`config.mk`:
```
export PLATFORM = sky130hd
export DESIGN_NAME = latch_write_ctrl_flat
export DESIGN_NICKNAME = d
export VERILOG_FILES = /design/src/rtl/latch_write_ctrl_pkg.sv /design/src/rtl/latch_write_ctrl_if.sv /design/src/rtl/latch_write_ctrl_timer.sv /design/src/rtl/latch_write_ctrl.sv /design/src/flat_wrapper.sv
export SDC_FILE = /design/constraint.sdc
export NUM_CORES = 1
export LEC_CHECK = 0
export BUFFER_PORTS_ARGS = -buffer_cell sky130_fd_sc_hd__buf_4
export CAP_MARGIN = 15
export CORE_MARGIN = 10
export CORE_UTILIZATION = 45
export CTS_BUF_LIST = sky130_fd_sc_hd__clkbuf_8
export DETAILED_ROUTE_END_ITERATION = 10
export PLACE_DENSITY = 0.74
export RECOVER_POWER = 100
export REMOVE_ABC_BUFFERS = 1
export SLEW_MARGIN = 0
export SYNTH_ARGS = -nofsm -noshare
export SYNTH_HDL_FRONTEND = slang
export SYNTH_SLANG_ARGS = --single-unit
```
`constraint.sdc`:
```
create_clock -name clk -period 1.55 [get_ports clk]
set_clock_uncertainty 0.1 [all_clocks]
set_input_delay 0.0775 -clock clk [delete_from_list [all_inputs] [get_ports clk]]
set_output_delay 0.0775 -clock clk [all_outputs]
set_load 0.1 [all_outputs]
```
`src/rtl/latch_write_ctrl_pkg.sv`:
```
// Shared types and helpers for the latch write sequencer.
// State encoding is fixed: IDLE=0, SETUP=1, PULSE=2, HOLD=3.
package latch_wr_pkg;

    typedef enum logic [1:0] {
        ST_IDLE  = 2'd0,
        ST_SETUP = 2'd1,
        ST_PULSE = 2'd2,
        ST_HOLD  = 2'd3
    } state_e;

    // Width needed to hold max(S,P,H)-1, never less than one bit.
    function automatic int unsigned cnt_width(input int unsigned s,
                                              input int unsigned p,
                                              input int unsigned h);
        int unsigned m;
        m = s;
        if (p > m) m = p;
        if (h > m) m = h;
        return (m <= 2) ? 1 : $clog2(m);
    endfunction

endpackage

```
`src/rtl/latch_write_ctrl_if.sv`:
```
// Handshake and latch-side bus of the latch write sequencer.
// LATCH_WR_READBACK_EN adds the q_rb readback and wr_err signals.
interface latch_write_ctrl_if #(
    parameter int unsigned WIDTH = 8
);
    logic [WIDTH-1:0] in_data;
    logic             in_valid;
    logic             in_ready;
    logic [WIDTH-1:0] d;
    logic             en;
    logic             busy;
    logic             done;
`ifdef LATCH_WR_READBACK_EN
    logic [WIDTH-1:0] q_rb;
    logic             wr_err;
`endif

    modport master (
        output in_data, in_valid,
`ifdef LATCH_WR_READBACK_EN
        output q_rb,
        input  wr_err,
`endif
        input  in_ready, d, en, busy, done
    );

    modport slave (
        input  in_data, in_valid,
`ifdef LATCH_WR_READBACK_EN
        input  q_rb,
        output wr_err,
`endif
        output in_ready, d, en, busy, done
    );

endinterface

```
`src/rtl/latch_write_ctrl_timer.sv`:
```
// Loadable down-counter with zero flag; times each sequencer state.
module latch_wr_timer #(
    parameter int unsigned CW = 2
) (
    input  logic          clk,
    input  logic          reset,
    input  logic          load_i,
    input  logic [CW-1:0] val_i,
    output logic          zero_o
);

    logic [CW-1:0] cnt_q, cnt_d;

    always_comb begin
        cnt_d = cnt_q;
        if (load_i)
            cnt_d = val_i;
        else if (cnt_q != '0)
            cnt_d = cnt_q - 1'b1;
    end

    always_ff @(posedge clk or negedge reset) begin
        if (!reset)
            cnt_q <= '0;
        else
            cnt_q <= cnt_d;
    end

    assign zero_o = (cnt_q == '0);

endmodule

```
`src/rtl/latch_write_ctrl.sv`:
```
// Write sequencer for an enable/reset D-latch bank: setup, enable pulse, hold.
// Optional LATCH_WR_READBACK_EN compares latch readback in the last HOLD cycle.
module latch_write_ctrl
    import latch_wr_pkg::*;
#(
    parameter int unsigned WIDTH     = 8,
    parameter int unsigned SETUP_CYC = 2,
    parameter int unsigned PULSE_CYC = 3,
    parameter int unsigned HOLD_CYC  = 1
) (
    input logic         clk,
    input logic         reset,
    latch_write_ctrl_if.slave bus
);

    localparam int unsigned CW = cnt_width(SETUP_CYC, PULSE_CYC, HOLD_CYC);
    localparam logic [CW-1:0] SETUP_LD = CW'(SETUP_CYC - 1);
    localparam logic [CW-1:0] PULSE_LD = CW'(PULSE_CYC - 1);
    localparam logic [CW-1:0] HOLD_LD  = CW'(HOLD_CYC - 1);

    state_e           state_q, state_d;
    logic [WIDTH-1:0] d_q, d_d;
    logic             en_q, en_d;
    logic             done_q, done_d;
    logic             run_q;
    logic             rdy;
    logic             accept;
    logic             tmr_load;
    logic [CW-1:0]    tmr_val;
    logic             tmr_zero;

    latch_wr_timer #(.CW(CW)) u_timer (
        .clk    (clk),
        .reset  (reset),
        .load_i (tmr_load),
        .val_i  (tmr_val),
        .zero_o (tmr_zero)
    );

    // run_q keeps in_ready low until the first edge after reset release.
    assign rdy    = (state_q == ST_IDLE) && run_q;
    assign accept = bus.in_valid && rdy;

    always_ff @(posedge clk or negedge reset) begin
        if (!reset) begin
            state_q <= ST_IDLE;
            d_q     <= '0;
            en_q    <= 1'b0;
            done_q  <= 1'b0;
            run_q   <= 1'b0;
        end else begin
            state_q <= state_d;
            d_q     <= d_d;
            en_q    <= en_d;
            done_q  <= done_d;
            run_q   <= 1'b1;
        end
    end

    always_comb begin
        state_d  = state_q;
        d_d      = d_q;
        tmr_load = 1'b0;
        tmr_val  = '0;
        unique case (state_q)
            ST_IDLE: begin
                if (accept) begin
                    state_d  = ST_SETUP;
                    d_d      = bus.in_data;
                    tmr_load = 1'b1;
                    tmr_val  = SETUP_LD;
                end
            end
            ST_SETUP: begin
                if (tmr_zero) begin
                    state_d  = ST_PULSE;
                    tmr_load = 1'b1;
                    tmr_val  = PULSE_LD;
                end
            end
            ST_PULSE: begin
                if (tmr_zero) begin
                    state_d  = ST_HOLD;
                    tmr_load = 1'b1;
                    tmr_val  = HOLD_LD;
                end
            end
            ST_HOLD: begin
                if (tmr_zero)
                    state_d = ST_IDLE;
            end
            default: state_d = ST_IDLE;
        endcase
    end

    // en and done are registered from next-state so the latch sees no glitches.
    always_comb begin
        en_d   = (state_d == ST_PULSE);
        done_d = (state_q == ST_HOLD) && tmr_zero;
    end

    assign bus.in_ready = rdy;
    assign bus.d        = d_q;
    assign bus.en       = en_q;
    assign bus.busy     = (state_q != ST_IDLE);
    assign bus.done     = done_q;

`ifdef LATCH_WR_READBACK_EN
    logic err_q, err_d;

    assign err_d = done_d && (bus.q_rb != d_q);

    always_ff @(posedge clk or negedge reset) begin
        if (!reset)
            err_q <= 1'b0;
        else
            err_q <= err_d;
    end

    assign bus.wr_err = err_q;
`endif

endmodule

```
`src/flat_wrapper.sv`:
```
// flat-port wrapper written by rule: the top's interface ports become plain ports
module latch_write_ctrl_flat import latch_wr_pkg::*;
#(
    parameter int unsigned WIDTH     = 8,
    parameter int unsigned SETUP_CYC = 2,
    parameter int unsigned PULSE_CYC = 3,
    parameter int unsigned HOLD_CYC  = 1
)
  (clk, reset, bus_in_data, bus_in_valid, bus_in_ready, bus_d, bus_en, bus_busy, bus_done);
  latch_write_ctrl_if #(.WIDTH(WIDTH)) bus_i ();
  input logic clk;
  input logic reset;
  input wire logic [$bits(bus_i.in_data)-1:0] bus_in_data;
  input wire logic [$bits(bus_i.in_valid)-1:0] bus_in_valid;
  output wire logic [$bits(bus_i.in_ready)-1:0] bus_in_ready;
  output wire logic [$bits(bus_i.d)-1:0] bus_d;
  output wire logic [$bits(bus_i.en)-1:0] bus_en;
  output wire logic [$bits(bus_i.busy)-1:0] bus_busy;
  output wire logic [$bits(bus_i.done)-1:0] bus_done;
  assign bus_i.in_data = bus_in_data;
  assign bus_i.in_valid = bus_in_valid;
  assign bus_in_ready = bus_i.in_ready;
  assign bus_d = bus_i.d;
  assign bus_en = bus_i.en;
  assign bus_busy = bus_i.busy;
  assign bus_done = bus_i.done;
  latch_write_ctrl #(.WIDTH(WIDTH), .SETUP_CYC(SETUP_CYC), .PULSE_CYC(PULSE_CYC), .HOLD_CYC(HOLD_CYC)) u_core (.clk(clk), .reset(reset), .bus(bus_i));
endmodule
```
==> results of run 1 <==
## cell usage after synthesis
library cell                number  share of area, %
sky130_fd_sc_hd__and3_1          1              0.81
sky130_fd_sc_hd__o21ba_1         1               1.3
sky130_fd_sc_hd__a32oi_1         1               1.1
sky130_fd_sc_hd__nor4b_2         1               2.0
sky130_fd_sc_hd__inv_2           1              0.49
sky130_fd_sc_hd__nor2_1          1              0.49
sky130_fd_sc_hd__mux2_4          8                16
sky130_fd_sc_hd__buf_6           1               1.5
sky130_fd_sc_hd__inv_1           6               2.9
sky130_fd_sc_hd__and2_1          3               2.4
sky130_fd_sc_hd__o22ai_1         1              0.81
sky130_fd_sc_hd__o211ai_1        1              0.98
sky130_fd_sc_hd__o32ai_1         1               1.1
sky130_fd_sc_hd__nor2b_1         1              0.81
sky130_fd_sc_hd__buf_2           1              0.65
sky130_fd_sc_hd__nand2_1         4               2.0
sky130_fd_sc_hd__conb_1          1              0.49
sky130_fd_sc_hd__or2_1           1              0.81
sky130_fd_sc_hd__o221ai_1        1               1.1
sky130_fd_sc_hd__a2111oi_2       1               2.0
sky130_fd_sc_hd__dfrtp_1        15                49
sky130_fd_sc_hd__a21oi_1         1              0.65
sky130_fd_sc_hd__or3_1           1              0.81
sky130_fd_sc_hd__ha_1            6               9.8
sky130_fd_sc_hd__nor3_1          1              0.65
## state kept, by name (all words and copies together) (netlist names)
register and count:
u_core.state_q 2, u_core.bus.en 1, u_core.u_timer.cnt_q 2, u_core.run_q 1, u_core.bus.done 1, u_core.bus.d 8
## what timing repair did
action,in CTS,in global routing
endpoints found under the hold margin,24,0
setup endpoints to repair,11,13
hold buffers,10,0
buffers inserted,0,1
gates resized for setup,7,22
pin swaps,0,6
## cell type report
| cell class | count | area share (%) |
|---|---|---|
| clock buffers | 3 | 3.19 |
| clock inverters | 1 | 0.387 |
| inverters | 7 | 2.03 |
| multi-input cells | 37 | 35.6 |
| flip-flops and latches | 15 | 29.2 |
| well taps | 16 | 1.55 |
| repair buffers | 40 | 28.0 |
## worst paths after layout
path,end,startpoint
worst max-delay path,u_core.bus.d[1],u_core.state_q[0]
worst min-delay path,u_core.u_timer.cnt_q[0],reset
worst max register to register,u_core.bus.d[1],u_core.state_q[0]
worst min register to register,u_core.bus.d[2],u_core.bus.d[2]
max in group asynchronous,u_core.state_q[0],reset
min in group clk,u_core.bus.d[2],u_core.bus.d[2]
## stage by stage
stage,instances,instance area [µm²]
2_1_floorplan,59,753
3_3_place_gp,104,1000
3_5_place_dp,104,1000
4_1_cts,118,1190
5_1_grt,119,1290
6_report,119,1290
## metal layers
metal | vias to the layer above | routed length [µm] | track usage [%]
met3 | 6 | 120 | 5.35
met4 | 0 | 54 | 2.87
met2 | 15 | 1180 | 19.1
met5 | - | 0 | 0
li1 | 292 | - | -
met1 | 298 | 816 | 11.1
## placed cells by master (no fill, tap or decap), drive strengths merged, types with 3 or more instances in the layout
cell          n
buf          29
dfrtp        15
dlygate4sd3  10
mux2          8
inv           7
ha            6
nand2         4
clkbuf        4
and2          3
## worst max-delay path, stage by stage, from the launching register on
cell                      delay [ns]
sky130_fd_sc_hd__dfrtp_2        0.46
sky130_fd_sc_hd__inv_2          0.12
sky130_fd_sc_hd__ha_4           0.16
sky130_fd_sc_hd__and3_4         0.18
sky130_fd_sc_hd__buf_12         0.14
sky130_fd_sc_hd__mux2_4         0.30
## kinds of logic after synthesis
family	share of synthesized area [%]
flops	48.8
other cells	0.487
simple gates	10.7
buf+inv	5.53
compound gates	9.11
fa+ha+maj	9.76
mux	15.6
==> impl_metrics.yaml, run 1 <==
run_status:
  run_status: "finished, violations left"
  violations: "negative setup slack"
timing:
  post-route-worst-setup-slack_ns: -0.0231
  finalCritPeriodShare_pct: 101
  slew_headroom_pct: 48.5
  final_hold_viol_count: 0
  grt_setup_unrepaired: "yes"
  layout_min_cycle_time_ns: 1.57
  max_clock_freq_mhz: 636
  worst-slew-pin-transition_ns: 0.773
  worst_hold_slack_ns: 0.319
  setup_violations: 8
  final_max_slew_viol_count: 0
  final.setup.tns_ns: -0.127
place:
  pre_cts_ws_ns: -0.0714
  hpwl_after_dpl_mm: 1.29
  place.port_buffers: 22
  gpl.final_weighted_congestion: 0.815
floorplanning:
  start_util_pct: 49.4
  die_x_um: 61.4
  placementRows: 14
  pin_count: 23
  core-area_um2: 1560
  die-area_um2: 3760
  fp.dieH_um: 61.4
synth:
  postSynthRegisterBits: 15
  synth.cell_area_um2: 769
  post_synth.cell_area_avg_um2: 12.6
  synth_sequential_area_ratio_pct: 48.8
  synth.yosys.warnings: 0
  syn_inst: 61
  yosys.cell_types.count: 25
clock_network:
  cts_buffers: 3
  htreeDepth: 1
  cts_sinks: 15
  worst_setup_hold_path_clk_slew_ns: 0.06
  cts_tree: "done"
  cts-root-to-sink-buffers: 2
  clk-insertion-delay-late_ns: 0.25
  clock-root-buffer: "sky130_fd_sc_hd__clkbuf_8"
routing:
  vias: 611
  antenna_violating_nets_post_route: 0
  first_iter_violations: 6
  detail_route.wl_per_cell_um: 18.3
  wirelength_routed_mm: 2.17
  vias_per_cell: 5.13
  drt_pass1_iterations: 4
  route.detailed.drc: 0
setup_path:
  data_required_time_at_the_worst_endpoint_ns: 1.58
  cp-start-kind: "flip-flop"
  path_max_fanout: 10
  worst-r2r-setup-slack_ns: -0.02
  critical_path.endpoint_type: "flip-flop"
  reg2regPathDepth: 5
  worstPathArrival_ns: 1.61
  criticalPathCategory: "flip-flop to flip-flop"
cells_and_area:
  layout-drive-gt1-share_pct: 58.3
  layout.nets: 121
  final_core_utilization_pct: 83.0
  multi_input_area_um2: 460
  area.growth.synth_to_final_pct: 68.1
  antenna-diode-count: 0
  ff_latch_area_um2: 378
  num-fill-cells: 83
global_routing:
  first_global_vias: 647
  grt_remaining_overflow: 0
  grt_first_pass_wirelength_mm: 2.94
  antenna_found_initial: 0
  grtUsageTotal_pct: 10.8
  largest_net_degree_at_the_start_of_global_routing: 16
flow_run:
  drv_cap: 0
min_path:
  timing.hold.worst.class: "input pin to async pin"
Power of run 1 is left out: the tool's default activity adds up to more than one toggle a clock period on the data nets, which glitch-free logic cannot reach.
==> run 2, diff against run 1 <==
- PLACE_DENSITY: 0.74 -> 0.71
- clock period: 1.55 -> 1.5 ns (I/O delays scaled with it)
==> run 2 against run 1 <==
  * Fmax grew 1.9%
  * The run still ends with negative setup slack left
  * Via count grew 3.4%
  * Final area shrank 1.5%
==> impl_metrics.yaml, run 2 (same netlist as run 1, synthesis figures left out) <==
run_status:
  run_status: "finished, violations left"
  violations: "negative setup slack"
global_routing:
  largest_net_degree_at_the_start_of_global_routing: 16
  grt.met1_usage_pct: 12.5
  grtUsageMet2_pct: 21.0
  grtUsageTotal_pct: 11.8
  antenna_found_initial: 0
  gr-usage-met3_pct: 5.76
  first_global_vias: 692
  busiest_layer: "met2"
  grt_remaining_overflow: 0
  grt_first_pass_wirelength_mm: 3.32
timing:
  final_max_slew_viol_count: 0
  slew_headroom_pct: 47.0
  setup_violations: 9
  finalCritPeriodShare_pct: 103
  final_hold_viol_count: 0
  layout_min_cycle_time_ns: 1.54
  max_clock_freq_mhz: 648
  grt_setup_unrepaired: "yes"
  worst-slew-pin-transition_ns: 0.795
  worst_hold_slack_ns: 0.334
  post-route-worst-setup-slack_ns: -0.0434
cells_and_area:
  antenna-diode-count: 0
  area.growth.synth_to_final_pct: 65.7
  largest_register_ff_count: 8
  final_core_utilization_pct: 81.8
  layout-drive-gt1-share_pct: 57.5
  mostFrequentLayoutCells: "15 x sky130_fd_sc_hd__buf_4, 15 x sky130_fd_sc_hd__dfrtp_1, 10 x sky130_fd_sc_hd__dlygate4sd3_1, 10 x sky130_fd_sc_hd__clkbuf_2, 8 x sky130_fd_sc_hd__mux2_4"
  layout.nets: 124
min_path:
  timing.hold.worst.class: "input pin to async pin"
floorplanning:
  pin_count: 23
  placementRows: 14
  start_util_pct: 49.4
  die_x_um: 61.4
  die-area_um2: 3760
  fp.dieH_um: 61.4
  core-area_um2: 1560
setup_path:
  data_required_time_at_the_worst_endpoint_ns: 1.54
  worstPathArrival_ns: 1.58
  crit_path_launch: "u_core.state_q[0]"
  path_max_fanout: 5
  cp-start-kind: "flip-flop"
  critical_register_to_register_path_endpoint: "u_core.bus.d[3]"
  critical_path.endpoint_type: "flip-flop"
  reg2regPathDepth: 5
  worst-r2r-setup-slack_ns: -0.04
  criticalPathCategory: "flip-flop to flip-flop"
  r2r_start: "u_core.state_q[0]"
flow_run:
  drv_cap: 0
clock_network:
  htreeDepth: 1
  cts_buffers: 3
  clock-root-buffer: "sky130_fd_sc_hd__clkbuf_8"
  cts_sinks: 15
  clk-insertion-delay-late_ns: 0.25
  worst_setup_hold_path_clk_slew_ns: 0.06
  cts-root-to-sink-buffers: 2
  cts_tree: "done"
routing:
  vias_per_cell: 5.18
  vias: 632
  drt_pass1_iterations: 4
  wirelength_routed_mm: 2.06
  first_iter_violations: 10
  detail_route.wl_per_cell_um: 16.9
  route.detailed.drc: 0
  antenna_violating_nets_post_route: 0
place:
  place.port_buffers: 22
  gpl.final_weighted_congestion: 0.846
  hpwl_after_dpl_mm: 1.32
==> run 2: per-stage QoR <==
stage | TNS, ns | setup WS, ns | cell area, µm² | std cells
floorplan | -4.26 | -0.531 | 753 | 59
global placement | -0.294 | -0.0637 | 1020 | 106
detailed placement | -0.734 | -0.111 | 1020 | 106
CTS | -0.0567 | -0.0184 | 1250 | 121
global route | -0.879 | -0.0887 | 1270 | 122
finish | -0.203 | -0.0434 | 1270 | 122
==> run 2: how the worst max path moves through the flow <==
stage                                         end  slack [ns]  cells after the start
final                             u_core.bus.d[3]       -0.04                      5
after global placement              u_core.bus.en       -0.06                      5
after floorplan           u_core.u_timer.cnt_q[0]       -0.53                      5
after detailed placement            u_core.bus.en       -0.11                      5
after CTS                           u_core.bus.en       -0.02                      4
after global routing              u_core.bus.d[3]       -0.09                      5
==> run 2: area by class of cell <==
type / count / area (µm²)
clock buffers: 3 / 41.3
clock inverters: 1 / 5.00
fillers: 91 / 284
inverters: 7 / 28.8
multi-input cells: 37 / 423
flip-flops and latches: 15 / 375
well taps: 16 / 20.0
repair buffers: 43 / 382
==> run 2: critical path, stage by stage, from the launching register on <==
cell and delay (ns):
sky130_fd_sc_hd__dfrtp_1 0.42, sky130_fd_sc_hd__inv_2 0.10, sky130_fd_sc_hd__ha_4 0.15, sky130_fd_sc_hd__and3_4 0.21, sky130_fd_sc_hd__clkbuf_16 0.15, sky130_fd_sc_hd__mux2_4 0.29
==> run 2: per-layer routing <==
layer / part of all wire, % / vias up
li1: - / 298
met1: 38 / 318
met2: 54 / 14
met3: 6.7 / 2
met4: 0.39 / 0
met5: 0 / -
==> run 2: what timing repair did <==
| item | in CTS | in global routing |
|---|---|---|
| endpoints found under the hold margin | 24 | 0 |
| setup endpoints to repair | 13 | 14 |
| setup buffers | 1 | 0 |
| gates cloned | 0 | 1 |
| pin swaps | 2 | 2 |
| hold buffers | 10 | 0 |
| gates resized for setup | 20 | 7 |
Power of run 2 is left out for the same reason.
==> run 3, diff against run 2 <==
- CORE_MARGIN: 10 -> unset
- RECOVER_POWER: 100 -> unset
==> run 3 against run 2 <==
  * The run still ends with negative setup slack left
  * Critical path depth did not move
  * Die area shrank 50%
  * Fmax decreased by 3.2%
  * Global-route usage rose by 13 points
  * Final area grew 7.7%
  * Hold slack lost 0.22 ns
  * Routed wire length increased by 25%
  * First-iteration DRC count grew 10%
  * Critical endpoint is now u_core.bus.d[7]
  * Highest routed layer unchanged
==> impl_metrics.yaml, run 3 (same netlist as run 1, synthesis figures left out) <==
run_status:
  run_status: "finished, violations left"
  violations: "negative setup slack"
clock_network:
  worst_setup_hold_path_clk_slew_ns: 0.06
  clk-insertion-delay-late_ns: 0.25
  cts_buffers: 3
  clock-root-buffer: "sky130_fd_sc_hd__clkbuf_8"
  cts_sinks: 15
  cts_tree: "done"
  cts-root-to-sink-buffers: 2
  htreeDepth: 1
global_routing:
  antenna_found_initial: 0
  grt_remaining_overflow: 0
  grt_first_pass_wirelength_mm: 3.16
  gr-usage-met3_pct: 10.4
  grt.met1_usage_pct: 27.0
  first_global_vias: 712
  grtUsageMet2_pct: 39.7
  grtUsageTotal_pct: 25.1
  largest_net_degree_at_the_start_of_global_routing: 16
  busiest_layer: "met2"
timing:
  final_hold_viol_count: 0
  max_clock_freq_mhz: 627
  final_max_slew_viol_count: 0
  finalCritPeriodShare_pct: 106
  post-route-worst-setup-slack_ns: -0.0943
  setup_violations: 13
  worst_hold_slack_ns: 0.113
  layout_min_cycle_time_ns: 1.59
  grt_setup_unrepaired: "yes"
routing:
  first_iter_violations: 11
  detail_route.wl_per_cell_um: 21.0
  vias_per_cell: 5.28
  vias: 650
  antenna_violating_nets_post_route: 0
  wirelength_routed_mm: 2.58
  route.detailed.drc: 0
  drt_pass1_iterations: 4
setup_path:
  data_required_time_at_the_worst_endpoint_ns: 1.53
  path_max_fanout: 10
  critical_path.endpoint_type: "flip-flop"
  worstPathArrival_ns: 1.63
  criticalPathCategory: "flip-flop to flip-flop"
  cp-start-kind: "flip-flop"
cells_and_area:
  final_cell_count_no_fill: 123
  mostFrequentLayoutCells: "30 x sky130_fd_sc_hd__buf_4, 13 x sky130_fd_sc_hd__dfrtp_1, 10 x sky130_fd_sc_hd__dlygate4sd3_1, 8 x sky130_fd_sc_hd__mux2_4"
  largest_register_ff_count: 8
  finish.instance_area_um2: 1370
  layout.nets: 125
  final_common_cell: "sky130_fd_sc_hd__buf_4"
  layout-drive-gt1-share_pct: 63.6
  antenna-diode-count: 0
  area.growth.synth_to_final_pct: 78.4
floorplanning:
  pin_count: 23
  start_util_pct: 49.4
  placementRows: 14
  core-area_um2: 1560
  fp.dieH_um: 43.4
  die-area_um2: 1880
  die_x_um: 43.4
place:
  gpl.final_weighted_congestion: 0.774
  post_dp_area_um2: 1010
  place.port_buffers: 22
  inst_count_dp: 105
  hpwl_after_dpl_mm: 1.13
min_path:
  timing.hold.worst.class: "input pin to async pin"
flow_run:
  drv_cap: 0
[run 3: cell count changes in the layout (fill, tap and decap cells not counted), moves of 2 or more]
cell,before,now
sky130_fd_sc_hd__dfrtp_1,15,13
sky130_fd_sc_hd__inv_2,4,1
sky130_fd_sc_hd__ha_4,2,4
sky130_fd_sc_hd__inv_4,1,3
sky130_fd_sc_hd__clkbuf_2,10,0
sky130_fd_sc_hd__inv_1,2,4
sky130_fd_sc_hd__buf_4,15,30
sky130_fd_sc_hd__dfrtp_2,0,2
[run 3: worst paths after layout]
check	startpoint	end	slack [ns]	cells after the start
worst max-delay path	u_core.state_q[0]	u_core.bus.d[7]	-0.09	5
worst min-delay path	reset	u_core.run_q	0.11	2
worst min register to register	u_core.bus.d[3]	u_core.bus.d[3]	0.42	1
min in group clk	u_core.bus.d[3]	u_core.bus.d[3]	0.42	1
worst max register to register	u_core.state_q[0]	u_core.bus.d[7]	-0.09	5
max in group asynchronous	reset	u_core.state_q[1]	1.00	2
[run 3: area by class of cell]
cell class / instances / area (µm²)
Multi-Input combinational cell: 37 / 499
Inverter: 7 / 33.8
Clock inverter: 1 / 3.75
Tap cell: 16 / 20.0
Fill cell: 70 / 186
Sequential cell: 15 / 378
Clock buffer: 3 / 41.3
Timing Repair Buffer: 44 / 397
[run 3: what timing repair did]
action / in CTS / in global routing
setup buffers: 3 / 1
pin swaps: 5 / 6
hold buffers: 10 / 0
resized for setup: 29 / 10
endpoints found under the setup margin: 14 / 14
hold endpoints to repair: 24 / 0
[run 3: per-layer routing]
layer / share of wire [%] / vias to the layer above
li1: - / 296
met1: 41 / 328
met2: 52 / 15
met3: 3.0 / 11
met4: 3.7 / 0
met5: 0 / -
[run 3: metrics by stage]
| stage | TNS (ns) | setup slack [ns] | utilization (%) |
|---|---|---|---|
| 3_5_place_dp | -0.887 | -0.154 | 64.8 |
| 3_3_place_gp | -0.507 | -0.0853 | 64.8 |
| 2_1_floorplan | -4.26 | -0.531 | - |
| 6_report | -1.03 | -0.0943 | 88.0 |
| 4_1_cts | -0.397 | -0.0551 | 84.2 |
| 5_1_grt | -1.36 | -0.133 | 88.0 |
[run 3: critical path, stage by stage, from the launching register on]
cell                      delay, ns
sky130_fd_sc_hd__dfrtp_2       0.48
sky130_fd_sc_hd__inv_4         0.10
sky130_fd_sc_hd__ha_4          0.15
sky130_fd_sc_hd__and3_4        0.19
sky130_fd_sc_hd__buf_12        0.15
sky130_fd_sc_hd__mux2_4        0.31
Power of run 3 is left out for the same reason.
